### src/rtl/inst_fetch.sv
// Instruction-fetch stage: issues req/ack fetches for pc_i, buffers one word while
// IF/ID is held, retries after a bus timeout, and drives the IF/ID pipeline register.
module inst_fetch #(
    parameter int ADDR_W  = 32,
    parameter int DATA_W  = 32,
    parameter int TIMEOUT = 255
) (
    input  logic              clk,
    input  logic              rst,
    input  logic [ADDR_W-1:0] pc_i,
    input  logic              ce_i,
    input  logic [5:0]        stall,
    output logic              mem_req_o,
    output logic [ADDR_W-1:0] mem_addr_o,
    input  logic              mem_ack_i,
    input  logic [DATA_W-1:0] mem_rdata_i,
    output logic              stallreq_o,
    output logic              fetch_err_o,
    output logic [ADDR_W-1:0] id_pc_o,
    output logic [DATA_W-1:0] id_inst_o
);

    typedef enum logic [1:0] {IDLE, FETCH, HOLD, RETRY} state_t;

    localparam logic [15:0] TMO_LAST = 16'(TIMEOUT - 1);

    state_t            state_q, state_d;
    logic [15:0]       cnt_q, cnt_d;
    logic [ADDR_W-1:0] buf_pc_q, buf_pc_d;
    logic [DATA_W-1:0] buf_inst_q, buf_inst_d;
    logic [ADDR_W-1:0] id_pc_q, id_pc_d;
    logic [DATA_W-1:0] id_inst_q, id_inst_d;
    logic              err_q, err_d;

    logic fetching;
    logic accept;
    logic timeout;
    logic unused_stall;

    // An ack only counts while a request is actually on the bus.
    assign fetching     = (state_q == FETCH) && ce_i;
    assign accept       = fetching && mem_ack_i;
    assign timeout      = fetching && !mem_ack_i && (cnt_q == TMO_LAST);
    assign unused_stall = ^{stall[5:3], stall[0]};

    always_ff @(posedge clk) begin
        if (rst) begin
            state_q <= IDLE;
        end else begin
            state_q <= state_d;
        end
    end

    always_comb begin
        state_d = state_q;
        if (!ce_i) begin
            state_d = IDLE;
        end else begin
            case (state_q)
                IDLE:  state_d = FETCH;
                FETCH: begin
                    if (mem_ack_i) begin
                        state_d = stall[1] ? HOLD : FETCH;
                    end else if (timeout) begin
                        state_d = RETRY;
                    end
                end
                RETRY: state_d = FETCH;
                HOLD:  if (!stall[1]) state_d = FETCH;
                default: state_d = IDLE;
            endcase
        end
    end

    always_comb begin
        mem_req_o   = fetching;
        mem_addr_o  = fetching ? pc_i : '0;
        stallreq_o  = (fetching && !mem_ack_i) || ((state_q == RETRY) && ce_i);
        fetch_err_o = err_q;
        id_pc_o     = id_pc_q;
        id_inst_o   = id_inst_q;
    end

    always_comb begin
        cnt_d      = (fetching && !mem_ack_i && !timeout) ? cnt_q + 16'd1 : 16'd0;
        err_d      = timeout;
        buf_pc_d   = buf_pc_q;
        buf_inst_d = buf_inst_q;
        // Default IF/ID behaviour: hold when ID is also stalled, otherwise bubble.
        if (stall[1] && stall[2]) begin
            id_pc_d   = id_pc_q;
            id_inst_d = id_inst_q;
        end else begin
            id_pc_d   = '0;
            id_inst_d = '0;
        end

        if (!ce_i) begin
            buf_pc_d   = '0;
            buf_inst_d = '0;
            id_pc_d    = '0;
            id_inst_d  = '0;
        end else if (accept && !stall[1]) begin
            id_pc_d   = pc_i;
            id_inst_d = mem_rdata_i;
        end else if (accept) begin
            buf_pc_d   = pc_i;
            buf_inst_d = mem_rdata_i;
        end else if ((state_q == HOLD) && !stall[1]) begin
            id_pc_d    = buf_pc_q;
            id_inst_d  = buf_inst_q;
            buf_pc_d   = '0;
            buf_inst_d = '0;
        end
    end

    always_ff @(posedge clk) begin
        if (rst) begin
            cnt_q      <= '0;
            err_q      <= 1'b0;
            buf_pc_q   <= '0;
            buf_inst_q <= '0;
            id_pc_q    <= '0;
            id_inst_q  <= '0;
        end else begin
            cnt_q      <= cnt_d;
            err_q      <= err_d;
            buf_pc_q   <= buf_pc_d;
            buf_inst_q <= buf_inst_d;
            id_pc_q    <= id_pc_d;
            id_inst_q  <= id_inst_d;
        end
    end

endmodule
### config.mk
export PLATFORM = sky130hd
export DESIGN_NAME = inst_fetch
export DESIGN_NICKNAME = d
export VERILOG_FILES = /design/src/rtl/inst_fetch.sv
export SDC_FILE = /design/constraint.sdc
export NUM_CORES = 1
export LEC_CHECK = 0
export CAP_MARGIN = 20
export CORE_UTILIZATION = 50
export CTS_CLUSTER_DIAMETER = 30
export CTS_CLUSTER_SIZE = 24
export DETAILED_ROUTE_END_ITERATION = 10
export HOLD_SLACK_MARGIN = 0.05
export PLACE_DENSITY = 0.84
export SYNTH_ARGS = -nofsm -noshare
export SYNTH_HDL_FRONTEND = slang
export SYNTH_SLANG_ARGS = --single-unit
### constraint.sdc
create_clock -name clk -period 2.8 [get_ports clk]
set_input_delay 0.42 -clock clk [delete_from_list [all_inputs] [get_ports clk]]
set_output_delay 0.42 -clock clk [all_outputs]
set_load 0.03 [all_outputs]
======== Word-level counts from Yosys, hierarchy flattened ========
Cells that the tools add are included.
storage, ports and cells
  register bits after elaboration ......... 147
  word-level logic and storage cells ...... 54
operators by class
  add/subtract/negate cells ............... 1
  equal/unequal tests ..................... 6
  mux-type cells .......................... 17
  bitwise gates (word level) .............. 3
  reduce and logical (&&, ||, !) cells .... 20
operators by type and width
  operator                                         count
  two-way mux 32 bit                               12
  adder 16 x 1 -> 16 bit (second input constant)   1
  == test 16 x 8 -> 1 bit (second input constant)  1
  logical AND 1 bit                                9
  two-way mux 2 bit                                4
  one-hot mux 2 bit (3 select lines)               1
  OR reduction 2 bit                               3
  == test 2 bit (second input constant)            2
  AND reduction 2 bit                              2
  logical NOT 1 bit                                3
  != test 3 bit (second input constant)            1
  NOT 1 bit                                        3
  == test 2 x 1 -> 1 bit (second input constant)   1
  logical NOT 2 bit                                1
  != test 2 bit (second input constant)            1
  nonzero test 2 bit                               1
  logical OR 1 bit                                 1

======== Depth between registers and ports, before layout ========
  depth after elaboration ................. 8
  gate-level depth with buffers ........... 7
  gate-level depth less buffers ........... 6

======== Worst setup path before layout ========
No wires, ideal clock.
  path kind ............................... input port to output port
  start ................................... in ce_i
  end ..................................... out mem_addr_o[22]
  data arrival time ....................... 1.479 ns
  path slack .............................. 0.901 ns
  cell stages on the path ................. 4
  cells stage by stage .................... and3b_1 buf_6 clkbuf_1 and2_1
between the ends
  word-level cells in the longest chain between the ends .. 2
RTL lines
  item                RTL line  RTL
  from (decl)         11        input logic ce_i,
  logical AND 1 bit   41        assign fetching = (state_q == FETCH) && ce_i;
  net mem_req_o       13        output logic mem_req_o,
  two-way mux 32 bit  77        mem_addr_o = fetching ? pc_i : '0;
  to (decl)           14        output logic [ADDR_W-1:0] mem_addr_o,
The timed path passes the listed nets, and every way through them passes these cells.

======== Final worst setup path ========
  start ................................... in mem_ack_i
  end ..................................... out stallreq_o
between the ends
  word-level cells in the longest chain between the ends .. 3
RTL lines
  item               RTL line  RTL
  from (decl)        15        input logic mem_ack_i,
  logical NOT 1 bit  78        stallreq_o = (fetching && !mem_ack_i) || ((state_q == RETRY) && ce_i);
  logical AND 1 bit  78
  logical OR 1 bit   78
  to (decl)          17        output logic stallreq_o,
No other way between the ends.

==> parameters.txt <==
Parameter                              Value

Status
  Outcome    complete, no violations

Drt
  DR vias    5651
  DR WL/cell    17.1 um
  Antenna-violating nets left    0
  Total wirelength of the detailed-routed design    16100 um
  Post-DR vias/cell    5.99
  Detailed-router iteration count before antenna repair    9
  Number of DRC markers after the initial detailed-route iteration    843
  Total DRC errors in the routed layout    0

Yosys
  YS warnings    0
  Top cells by area in the synthesized netlist    sky130_fd_sc_hd__dfxtp_1, sky130_fd_sc_hd__a222oi_1, sky130_fd_sc_hd__nand3_1
  Dominant cell type by area after synthesis    sky130_fd_sc_hd__dfxtp_1
  FFs w/ async S/R, synth    0%
  Yosys top cell area share    51.4%
  Average footprint of a synthesized cell    8.85 um2
  Most common cell in the synthesized netlist    sky130_fd_sc_hd__dfxtp_1
  Post-synthesis net count    723
  Most frequently used flop master after synthesis    sky130_fd_sc_hd__dfxtp_1
  Most numerous cell types in the synthesized netlist    sky130_fd_sc_hd__dfxtp_1, sky130_fd_sc_hd__nor2_1, sky130_fd_sc_hd__nand3_1
  Netlist area before placement    5720 um2
  Sequential-to-total area share from yosys stat    51.4%
  Number of enable flip-flop cells after synthesis    0
  Unique masters post-synth    27
  Flops & latches, synth    147
  Number of instances in the synthesized netlist    647

Clocking
  Latest clock arrival within the worst-skew pair    0.41 ns
  CTS clock-pin slew for the worst setup and hold paths    0.06 ns
  Root cell of the clock tree    sky130_fd_sc_hd__clkbuf_16
  TritonCTS clock tree    yes
  Number of hold-repair buffers added at the cts stage    0
  Post-cts sizing count    0
  Post-CTS Setup Inserts    0
  CTS Buf Count    17
  Total number of clock tree sinks    147
  Number of buffers on the longest clock path    2
  H-tree levels    4

Setup path
  Most common cell on crit path    sky130_fd_sc_hd__clkdlybuf4s50_1
  Biggest cell delay along the critical path    0.70 ns
  Highest net fanout along the worst path    7
  CP startpoint kind    input port
  Critical path data arrival time    1.96 ns
  Crit Path Category    in -> out
  R2R Path End    cnt_q[14]$_SDFF_PP0_
  R2r worst-path depth    6
  Required time at the worst-slack endpoint    2.38 ns
  Cells traversed along the worst timing path    clkdlybuf4s50_1 > nand2b_1 > and3_1 > clkdlybuf4s50_1
  Cell with the largest stage delay on the worst path    sky130_fd_sc_hd__clkdlybuf4s50_1
  Capturing element type of the critical path    output port
  Worst-case register-to-register setup slack    0.97 ns
  Reg2reg start    cnt_q[0]$_SDFF_PP0_

Flow run
  Max Cap Violations    0

Timing
  Pins Over Slew Limit    0
  Max-slew headroom at the worst pin    52.7%
  Minimum clock period    2.38 ns
  Number of setup violations in the final report    0
  Final-report hold violation count    0
  Sum of negative setup slack    0 ns
  Unrepaired setup endpoints after global routing    no
  Worst Clk Skew    0.00669 ns
  Transition time of the tightest slew-check pin    0.709 ns
  Final Cycle Share    85.1%
  Maximum clock frequency    419 MHz

Placement
  Total placed cells including tap cells    912
  I/O Buffers    168
  Hpwl dp    10400 um
  Weighted congestion at the end of routability-driven global placement    0.802
  Instance area after placement    7430 um2

Worst hold path
  Start point of the worst hold path    buf_inst_q[20]$_SDFFE_PP0P_
  Worst Hold Class    reg -> reg
  Worst hold path stage count    2
  Worst Hold Path EP    buf_inst_q[20]$_SDFFE_PP0P_

GRT
  Antenna violations before repair    0
  Global-route wire length before repair    25300 um
  Congestion Overflow GR    0
  Global router's overall resource usage    27.2%
  Number of global-route vias before repair    5309
  Pin count of the biggest net entering global routing    65

Floorplanning
  Vertical die dimension    109 um
  Starting utilization of the core area    52.1%
  FP Rows    38
  Placeable Area    11000 um2
  Total I/O pin count    173
  Die span in x    109 um
  Die area    11900 um2

Power and ir drop
  Part of the total power dissipated in the clock network    48.4%
  Power dissipated by switching net loads    1.04 mW
  Gate power share    6.6%
  Power density over cell area    584 nW/um2
  Lkg Pwr    2.71 nW
  Share of total power consumed by net switching    22.3%
  Internal power    3.64 mW
  Sequential group share of total power    45.0%
  Worst IR drop on VDD    0.000318 V

Finish
  Fraction of final layout cells sized beyond drive strength 1    11.3%
  Post-layout nets    867
  Util after Layout    73.0%
  Count of non-filler cells in the finished layout    943
  Post-synthesis to final-layout area growth    40.0%
  Number of antenna diodes    0
  Area of all placed cells without fillers    8020 um2
[worst max-delay path: cells and delay by family]
kind                   cells  cell delay [ns]
AND/OR/NAND/NOR            2             0.31
buffers and inverters      2             1.22
[through the flow]
stage | hold slack [ns] | power [mW] | worst slack, ns
after global routing | 0.483 | 4.83 | 0.375
final | 0.470 | 4.68 | 0.416
after global placement | 0.453 | 2.45 | 0.464
after floorplan | 0.448 | 2.28 | 0.901
after CTS | 0.470 | 4.70 | 0.426
after detailed placement | 0.462 | 2.46 | 0.457
[per-layer routing]
metal  vias to the layer above  wire [um]  global-route usage, %
met5                         -          0                      0
met4                         0        493                   15.2
met3                        46       1350                   5.26
met2                       316       8040                   46.4
met1                      2646       6220                   32.1
li1                       2643          -                      -
[layout make-up]
type	instances	area, um2
repair buffers	186	1810
multi-input cells	434	2480
clock inverters	14	164
flip-flops and latches	147	2940
fillers	816	2970
well taps	140	175
clock buffers	17	425
inverters	5	18.8
[power by group through the flow]
stage / Clock (mW) / Sequential, mW / Combinational (mW)
2_1_floorplan: 0 / 2.16 / 0.120
3_3_place_gp: 0 / 2.15 / 0.299
3_5_place_dp: 0 / 2.15 / 0.304
4_1_cts: 2.29 / 2.11 / 0.307
5_1_grt: 2.40 / 2.11 / 0.326
6_report: 2.26 / 2.11 / 0.308
[kinds of logic after synthesis]
group,synth area share [%]
buf+inv,5.71
flops,51.4
fa+ha+maj,0.437
xor+xnor,1.84
compound gates,17.4
simple gates,23.2
[how the worst max path moves through the flow]
stage	slack [ns]	from	depth (start not counted)	to
floorplan	0.90	ce_i	4	mem_addr_o[22]
CTS	0.43	mem_ack_i	4	stallreq_o
global placement	0.46	mem_ack_i	4	stallreq_o
finish	0.42	mem_ack_i	4	stallreq_o
global route	0.37	mem_ack_i	4	stallreq_o
detailed placement	0.46	mem_ack_i	4	stallreq_o
[state kept, by name, summed over array words and instances, names as in the netlist]
name,cells
fetch_err_o,1
buf_inst_q,32
cnt_q,16
buf_pc_q,32
state_q,2
id_inst_o,32
id_pc_o,32
[layout by cell type (no fill, tap or decap), types with 2 or more instances in the layout]
cell | synthesis | layout
sky130_fd_sc_hd__nor2b_1 | 3 | 2
sky130_fd_sc_hd__clkinv_2 | 0 | 5
sky130_fd_sc_hd__buf_4 | 0 | 45
sky130_fd_sc_hd__inv_1 | 5 | 5
sky130_fd_sc_hd__a31o_2 | 2 | 2
sky130_fd_sc_hd__nand2_1 | 68 | 68
sky130_fd_sc_hd__and3_1 | 4 | 3
sky130_fd_sc_hd__dfxtp_1 | 147 | 147
sky130_fd_sc_hd__clkdlybuf4s50_1 | 0 | 135
sky130_fd_sc_hd__clkinvlp_4 | 0 | 3
sky130_fd_sc_hd__xor2_1 | 3 | 3
sky130_fd_sc_hd__bufinv_16 | 0 | 3
sky130_fd_sc_hd__and2_1 | 33 | 32
sky130_fd_sc_hd__nor4_1 | 4 | 4
sky130_fd_sc_hd__nand3_1 | 72 | 71
sky130_fd_sc_hd__nor2_1 | 84 | 84
sky130_fd_sc_hd__ha_1 | 2 | 2
sky130_fd_sc_hd__clkbuf_16 | 0 | 17
sky130_fd_sc_hd__nor3_1 | 3 | 3
sky130_fd_sc_hd__buf_12 | 0 | 6
sky130_fd_sc_hd__xnor2_1 | 9 | 9
sky130_fd_sc_hd__a21oi_1 | 67 | 67
sky130_fd_sc_hd__a222oi_1 | 64 | 64
sky130_fd_sc_hd__nand4_1 | 6 | 6
sky130_fd_sc_hd__clkinv_4 | 0 | 2
sky130_fd_sc_hd__nand2b_1 | 4 | 2
Note: power is estimated with default switching activity, not from simulation.
==> patch, RTL diff (same settings) <==
Encoding of `state_t`: now one-hot (4 bits for 4 states).
--- a/src/rtl/inst_fetch.sv
+++ b/src/rtl/inst_fetch.sv
@@ -22,3 +22,3 @@
 
-    typedef enum logic [1:0] {IDLE, FETCH, HOLD, RETRY} state_t;
+    typedef enum logic [3:0] {IDLE = 4'b0001, FETCH = 4'b0010, HOLD = 4'b0100, RETRY = 4'b1000} state_t;
 
Function: same outputs for any inputs over 4 cycles, from zero or initial values and one cycle with rst high; so few cycles prove little.
==> patch against the unedited design <==
Register-to-register slack lost 0.10 ns; sequential share of layout area shrank 2.3 points; synthesized area grew 12%; routed wire length grew 11%; combinational power shrank 11%; via count grew 5.3%; sequential cell count grew 2; global-route usage shrank 0.10 points; total power grew 5.1%; final area grew 8.1%; setup slack lost 0.23 ns.
==> patch: results (changes against the unedited design) <==
slowest stage delay, CP -> 0.74 ns (+0.04 ns)
flop-to-flop setup slack -> 0.87 ns (-0.10 ns)
CP max-delay cell -> clkdlybuf4s50_1
drt pass-1 iters -> 7 (-2)
status -> complete, no violations
Leakage -> 2.91 nW (+7.6%)
placed insts -> 961 (+5.4%)
post-route insts no fill -> 992 (+5.2%)
first-pass GRT wire length -> 28.3 mm (+12%)
list of most frequent post-synthesis cells -> dfxtp_1, nor2_1, nand3_1, a222oi_1
hold path cells -> 2 (unchanged)
top cells by area, synth -> dfxtp_1, a222oi_1, a21oi_2
met2 usage -> 46.6% (+0.22 points)
total number of vias -> 5,949 (+5.3%)
share of layout cells above drive strength 1 -> 25.5% (+14 points)
Final nets -> 884 (+2.0%)
WHS -> 0.477 ns (+0.00733 ns)
Area after DPL -> 0.00801 mm^2 (+7.9%)
largest net degree at the start of global routing -> 69 (+6.2%)
DR iter-0 viols -> 755 (-10%)
CP Max Fanout -> 8 (+1)
grt met1 use -> 33.0% (+0.98 points)
Worst-Margin Slew -> 0.515 ns (-0.194 ns)
routed length on met3 -> 1.48 mm (+10%)
Syn Area/Cell -> 9.56 um^2 (+8.1%)
Arrival @ worst endpoint -> 2.19 ns (+0.23 ns)
Max VDD drop -> 0.000340 V (+6.7%)
Clock Tree Root -> clkbuf_16
hold endpoint -> buf_pc_q[1]
FF-to-FF path depth -> 5 (-1)
Sw Ratio -> 20.3% (-2.0 points)
setup slack after placement -> 0.320 ns (-0.137 ns)
Tot GR Track Use -> 27.1% (-0.10 points)
routed wl met2 -> 8.88 mm (+10%)
placed wire-length estimate -> 10.7 mm (+3.3%)
Metal-1 WL -> 7.28 mm (+17%)
synth unique cells -> 41 (+52%)
Syn. warnings -> 0 (unchanged)
routability cong. -> 0.822 (+2.4%)
DRT Wirelength -> 17.9 mm (+11%)
clock skew -> 0.00535 ns (-0.00134 ns)
HP Start -> buf_pc_q[1]
worst reg2reg endpoint -> cnt_q[12]
top_reg_cell synth -> dfxtp_1
Synth Net Count -> 747 (+3.3%)
ys async rst share -> 0% (unchanged)
met3 usage -> 6.17% (+0.91 points)
DR top layer -> met4
setup violators final -> 0 (unchanged)
sequential share of the synthesized area -> 46.5% (-4.9 points)
worst r2r src -> cnt_q[1]
-- patch: cell count changes in the layout (fill, tap and decap cells not counted), sizes merged, moves of 4 or more --
cell / unedited run / this run
and2: 33 / 4
and3: 4 / 36
buf: 51 / 47
clkbuf: 17 / 23
clkinv: 7 / 2
nor3: 3 / 9
-- patch: kinds of logic (layout without fill, tap and decap cells) --
group                    count (synthesis)  after routing  share of synthesized area, %
AND/OR/NAND/NOR                        295            295                          24.0
flip-flops                             149            149                          46.5
AO/OA/AOI/OAI                          141            141                          20.0
buffers and inverters                   70            219                          7.16
XOR/XNOR                                14             14                          1.91
adder cells (fa/ha/maj)                  2              2                         0.390
-- patch: worst max-delay path by stage --
stage | start | to | slack [ns] | cells after the start
after detailed placement | mem_ack_i | stallreq_o | 0.32 | 5
final | state_q[1] | stallreq_o | 0.19 | 5
after global placement | mem_ack_i | stallreq_o | 0.20 | 5
after floorplan | state_q[1] | stallreq_o | 0.67 | 4
after CTS | state_q[1] | stallreq_o | 0.17 | 5
after global routing | state_q[1] | stallreq_o | 0.05 | 5
-- patch: area by class of cell --
cell class                      instances  area, um^2
Multi-Input combinational cell        452        2990
Inverter                                6        22.5
Timing Repair Buffer                  182        1800
Clock inverter                          8         169
Fill cell                             934        3900
Tap cell                              172         215
Sequential cell                       149        2980
Clock buffer                           23         488
-- patch: power by group through the flow --
stage | clock network (mW) | registers (mW) | logic, mW
floorplan | 0 | 2.18 | 0.0993
global route | 2.64 | 2.13 | 0.287
global placement | 0 | 2.18 | 0.263
finish | 2.52 | 2.13 | 0.273
detailed placement | 0 | 2.18 | 0.269
CTS | 2.54 | 2.13 | 0.271
-- patch: worst max-delay path: cells and delay by family (launching register included) --
family / cells / cell delay (ns)
compound gates: 1 / 0.06
buf+inv: 2 / 0.83
flops: 1 / 0.45
simple gates: 2 / 0.44
